### config.mk
export PLATFORM = sky130hd
export DESIGN_NAME = led_pwm_driver
export DESIGN_NICKNAME = d
export VERILOG_FILES = /design/src/rtl/led_pkg.sv /design/src/rtl/led_frame_timer.sv /design/src/rtl/led_pwm_driver.sv
export SDC_FILE = /design/constraint.sdc
export NUM_CORES = 1
export LEC_CHECK = 0
export CORE_ASPECT_RATIO = 0.8
export CORE_UTILIZATION = 48
export CTS_CLUSTER_DIAMETER = 200
export CTS_CLUSTER_SIZE = 20
export DETAILED_ROUTE_END_ITERATION = 8
export PLACE_DENSITY = 0.89
export SYNTH_ARGS = -nofsm -noshare
export SYNTH_HDL_FRONTEND = slang
export SYNTH_SLANG_ARGS = --single-unit
### constraint.sdc
create_clock -name clk -period 2.7 [get_ports clk]
set_input_delay 0.54 -clock clk [delete_from_list [all_inputs] [get_ports clk]]
set_output_delay 0.54 -clock clk [all_outputs]
set_load 0.01 [all_outputs]
### src/rtl/led_pkg.sv
// led_pkg: control-register layout, reset value and off-word helpers for the LED PWM driver.
package led_pkg;
  localparam int DUTY_LSB = 0;
  function automatic int blink_en_bit(int pwm_bits);
    return pwm_bits;
  endfunction
  function automatic int enable_bit(int pwm_bits);
    return pwm_bits + 1;
  endfunction
  function automatic logic [31:0] ctrl_mask(int pwm_bits);
    return (32'h1 << (pwm_bits + 2)) - 32'h1;
  endfunction
  function automatic logic [31:0] ctrl_reset(int pwm_bits);
    return (32'h1 << enable_bit(pwm_bits)) | ((32'h1 << pwm_bits) - 32'h1);
  endfunction
  function automatic logic [31:0] off_word(bit active_low);
    return active_low ? 32'hffff_ffff : 32'h0000_0000;
  endfunction
endpackage

### src/rtl/led_frame_timer.sv
// led_frame_timer: PWM frame counter, blink frame counter and blink phase.
module led_frame_timer
  import led_pkg::*;
#(
  parameter int PWM_BITS   = 8,
  parameter int BLINK_LOG2 = 6
) (
  input  logic                clk,
  input  logic                rst,
  output logic [PWM_BITS-1:0] cnt_o,
  output logic                frame_sync_o,
  output logic                blink_phase_o
);
  logic [PWM_BITS-1:0]   cnt_q, cnt_d;
  logic [BLINK_LOG2-1:0] fcnt_q, fcnt_d;
  logic                  phase_q, phase_d;
  always_comb begin
    frame_sync_o  = &cnt_q;
    cnt_d         = cnt_q + 1'b1;
    fcnt_d        = frame_sync_o ? fcnt_q + 1'b1 : fcnt_q;
    phase_d       = phase_q ^ (frame_sync_o & (&fcnt_q));
    cnt_o         = cnt_q;
    blink_phase_o = phase_q;
  end
  always_ff @(posedge clk) begin
    if (!rst) begin
      cnt_q   <= '0;
      fcnt_q  <= '0;
      phase_q <= 1'b0;
    end else begin
      cnt_q   <= cnt_d;
      fcnt_q  <= fcnt_d;
      phase_q <= phase_d;
    end
  end
endmodule

### src/rtl/led_pwm_driver.sv
// led_pwm_driver: drives LED pins from a pattern word with global PWM brightness and blink.
module led_pwm_driver
  import led_pkg::*;
#(
  parameter int PWM_BITS       = 8,
  parameter int BLINK_LOG2     = 6,
  parameter bit LED_ACTIVE_LOW = 1
) (
  input  logic        clk,
  input  logic        rst,
  input  logic        we,
  input  logic [31:0] din,
  output logic [31:0] dout,
  input  logic [31:0] pattern_in,
  output logic [31:0] led_out,
  output logic        frame_sync
);
  localparam int          BL   = blink_en_bit(PWM_BITS);
  localparam int          EN   = enable_bit(PWM_BITS);
  localparam logic [31:0] MASK = ctrl_mask(PWM_BITS);
  localparam logic [31:0] CRST = ctrl_reset(PWM_BITS);
  localparam logic [31:0] OFF  = off_word(LED_ACTIVE_LOW);
  logic [31:0]         ctrl_q, ctrl_d, pat_q, pat_d, led_q, led_d;
  logic [PWM_BITS-1:0] duty_q, duty_d, cnt;
  logic                blink_phase, gate;
  led_frame_timer #(.PWM_BITS(PWM_BITS), .BLINK_LOG2(BLINK_LOG2)) u_timer (
    .clk(clk), .rst(rst), .cnt_o(cnt), .frame_sync_o(frame_sync), .blink_phase_o(blink_phase)
  );
  // a write landing on the boundary cycle feeds the next frame's duty directly
  always_comb begin
    ctrl_d  = we ? din & MASK : ctrl_q;
    pat_d   = frame_sync ? pattern_in : pat_q;
    duty_d  = frame_sync ? (we ? din[DUTY_LSB +: PWM_BITS] : ctrl_q[DUTY_LSB +: PWM_BITS]) : duty_q;
    gate    = ((&duty_q) | (cnt < duty_q)) & ctrl_q[EN] & ~(ctrl_q[BL] & blink_phase);
    led_d   = gate ? pat_q : OFF;
    dout    = ctrl_q;
    led_out = led_q;
  end
  always_ff @(posedge clk) begin
    if (!rst) begin
      ctrl_q <= CRST;
      pat_q  <= OFF;
      duty_q <= '1;
      led_q  <= OFF;
    end else begin
      ctrl_q <= ctrl_d;
      pat_q  <= pat_d;
      duty_q <= duty_d;
      led_q  <= led_d;
    end
  end
endmodule

==> results.py <==
metrics = {
    "sta": {
        "rsz0062_at_grt": "false",
        "hold_slack_ps": 440,
        "setup-tns-final_ps": 0,
        "final-setup-viol-count": 0,
        "finalHoldViolCount": 0,
        "period_share": 0.958,
        "skew_ps": 8.50,
        "drv_slew": 0,
        "setup_ws_ps": 114,
        "relSlewSlack": 0.598,
        "tightest_slew_ps": 601,
        "max_freq_mhz": 387,
        "min_period_ps": 2590,
    },
    "placed_design": {
        "place_ws_ps": 424,
        "hpwl_um": 4940,
        "io_buffer_count": 87,
        "gp_congestion": 0.864,
        "placed_cell_area_um2": 4530,
    },
    "die": {
        "rows": 28,
        "dieHeight_um": 80.5,
        "dieWidth_um": 100,
        "initial_core_util": 0.498,
        "io-pin-count": 132,
        "die_area_um2": 8060,
        "core_um2": 7430,
    },
    "setup_path": {
        "path_cells": "ha_2 -> nand3_2 -> or2_2 -> clkinv_2 -> clkdlybuf4s50_1",
        "worstSetupPathType": "register to output pin",
        "worst_setup_path_end_kind": "output pin",
        "cp.arrival_ps": 2050,
        "start_kind": "register",
        "critical-path-max-stage-delay_ps": 530,
        "cp_slowest_cell": "clkdlybuf4s50_1",
        "cp.required_ps": 2160,
        "worstPathMaxFanout": 6,
    },
    "synth": {
        "synth-warning-count": 0,
        "synth.avg_cell_area_um2": 9.54,
        "synth-seq-cells": 97,
        "ys_seq_area_frac": 0.525,
        "synth_top_area_cell": "dfxtp_1",
        "synthDistinctLibCells": 37,
        "syn-instance-count": 388,
        "synthTopCellsByArea": "dfxtp_1 (52%), nand2_1 (8.8%), nand3b_1 (6.5%), nand3_1 (5.1%), buf_4 (5.1%)",
        "yosysTopAreaCellShare": 0.525,
        "synth_area_um2": 3700,
    },
    "layout": {
        "fin_nets": 544,
        "drive_above_1_share": 0.0677,
        "diodes": 0,
        "design_area_um2": 4770,
        "area_delta_synth_final_pct": 29.0,
    },
    "cts": {
        "holdBufCountCts": 0,
        "cts-root-buf": "clkbuf_8",
        "clk_pin_slew_ps": 90,
        "cts_max_path_buffers": 2,
        "cts_tree": "yes",
        "cts_setup_buffers": 0,
        "cts_made_buffers": 9,
        "cts.sinks": 97,
        "insertion_delay_ps": 360,
        "htreeDepth": 3,
    },
    "detailed_routing": {
        "dr.pass1.iters": 4,
        "drc_errors": 0,
        "ant_nets": 0,
        "vias": 2811,
        "viasPerCell": 4.86,
        "routed_wirelength_um": 7290,
        "drt_iter0_markers": 116,
        "wl_per_cell_um": 12.6,
    },
    "power": {
        "switching_power_uw": 599,
        "p_int_uw": 2080,
        "p_comb_frac": 0.060,
        "fin_total_pwr_uw": 2670,
        "power.density_nw_per_um2": 560,
        "seqPwrFrac": 0.543,
        "p_leak_uw": 0.00214,
        "switching_share": 0.224,
        "peakVddDrop_uv": 366,
        "power.share.clock": 0.397,
    },
    "global_route": {
        "top_usage_layer": "met2",
        "antenna_found_initial": 0,
        "grt_max_degree": 66,
        "met3_usage": 0.0644,
        "grt_pass1_vias": 2664,
        "grt-ovfl-total": 0,
        "use_met2": 0.325,
        "grt_usage": 0.194,
        "use_met1": 0.228,
        "grt_pass1_wl_um": 12000,
    },
    "status": {
        "outcome": "finished clean",
    },
    "min_path": {
        "worstHoldPathType": "register to register",
    },
    "job": {
        "maxCapViolations": 0,
    },
}
cell families after synthesis:
| kind of cell | after synthesis | share of synthesized area |
|---|---|---|
| buf+inv | 55 | 0.0927 |
| flops | 97 | 0.525 |
| other cells | 1 | 0.00101 |
| xor+xnor | 10 | 0.0257 |
| simple gates | 184 | 0.256 |
| compound gates | 22 | 0.0426 |
| fa+ha+maj | 9 | 0.0304 |
| mux | 10 | 0.0271 |
metal layers:
layer	vias up	part of all wire	wire length, um
met3	7	0.055	400
met4	0	0.0086	63
li1	1410	-	-
met1	1303	0.45	3280
met5	-	0	0
met2	91	0.49	3540
per-stage QoR:
stage | cells | util
after global placement | 562 | 0.610
after detailed placement | 562 | 0.610
after CTS | 578 | 0.642
final | 578 | 0.643
after global routing | 578 | 0.643
after floorplan | 409 | -
final timing paths:
path | cells past startpoint | slack [ps] | from | to
worst min register to register | 1 | 440 | u_timer.cnt_o[0] | u_timer.cnt_o[0]
worst max register to register | 6 | 840 | u_timer.cnt_o[1] | u_timer.fcnt_q[0]
worst max-delay path | 5 | 110 | u_timer.cnt_o[1] | frame_sync
worst min-delay path | 1 | 440 | u_timer.cnt_o[0] | u_timer.cnt_o[0]
layout by cell type (no fill, tap or decap), types with 2 or more instances in the layout:
master	Yosys	final
mux2i_1	10	10
ha_1	9	8
a211o_1	2	2
o211ai_1	8	8
bufinv_16	0	2
nand3b_1	32	32
nor2b_1	3	3
or3_1	2	2
clkdlybuf4s50_1	0	86
inv_1	9	9
nand3_1	38	37
and4_1	2	2
xnor2_1	5	5
conb_1	1	22
inv_8	0	3
nor4_1	3	3
and2_1	10	10
o21ai_0	2	2
nand2_1	87	87
nor3_1	2	2
a21oi_1	3	3
xor2_1	4	4
a21boi_0	2	2
clkinv_4	0	2
clkbuf_8	0	9
dfxtp_1	97	96
buf_4	25	6
repair_timing:
item,CTS,global route
gates resized for setup,1,2
pin swaps,0,0
endpoints found under the setup margin,1,1
flip-flops by register name, indices dropped and copies added, names as in the netlist:
name / cells
u_timer.fcnt_q: 6
pat_q: 32
u_timer.blink_phase_o: 1
duty_q: 8
led_out: 32
u_timer.cnt_o: 8
dout: 10
synth_stat cells:
library cell / number
dfxtp_1: 97
nand2_1: 87
nand3_1: 38
nand3b_1: 32
buf_4: 25
and2_1: 10
mux2i_1: 10
buf_2: 9
ha_1: 9
inv_1: 9
o211ai_1: 8
clkbuf_1: 7
xnor2_1: 5
buf_6: 4
xor2_1: 4
a21oi_1: 3
nor2b_1: 3
nor4_1: 3
a211o_1: 2
a21boi_0: 2
and4_1: 2
nor3_1: 2
o21ai_0: 2
or3_1: 2
a211oi_1: 1
a21boi_1: 1
and3_1: 1
clkinv_2: 1
conb_1: 1
nand4_1: 1
nand4_4: 1
o2111ai_1: 1
o21a_1: 1
o2bb2ai_1: 1
or2_1: 1
or3b_2: 1
xnor2_2: 1
cell type report:
type	count	area, um2
Clock buffer	9	124
Fill cell	594	2650
Tap cell	105	131
Timing Repair Buffer	93	911
Clock inverter	7	111
Multi-Input combinational cell	257	1510
Inverter	10	38.8
Sequential cell	97	1940
critical path, delay by kind of cell (launching register included):
family	cells	cell delay, ps
fa+ha+maj	1	240
simple gates	2	480
buf+inv	2	590
flops	1	370
power by group through the flow:
stage	Sequential, uW	Clock [uW]	Combinational [uW]
floorplan	1490	0	85.0
CTS	1450	1090	161
finish	1450	1060	161
global placement	1480	0	158
detailed placement	1490	0	159
global route	1450	1160	175
Power figures use the tool's default switching activity.
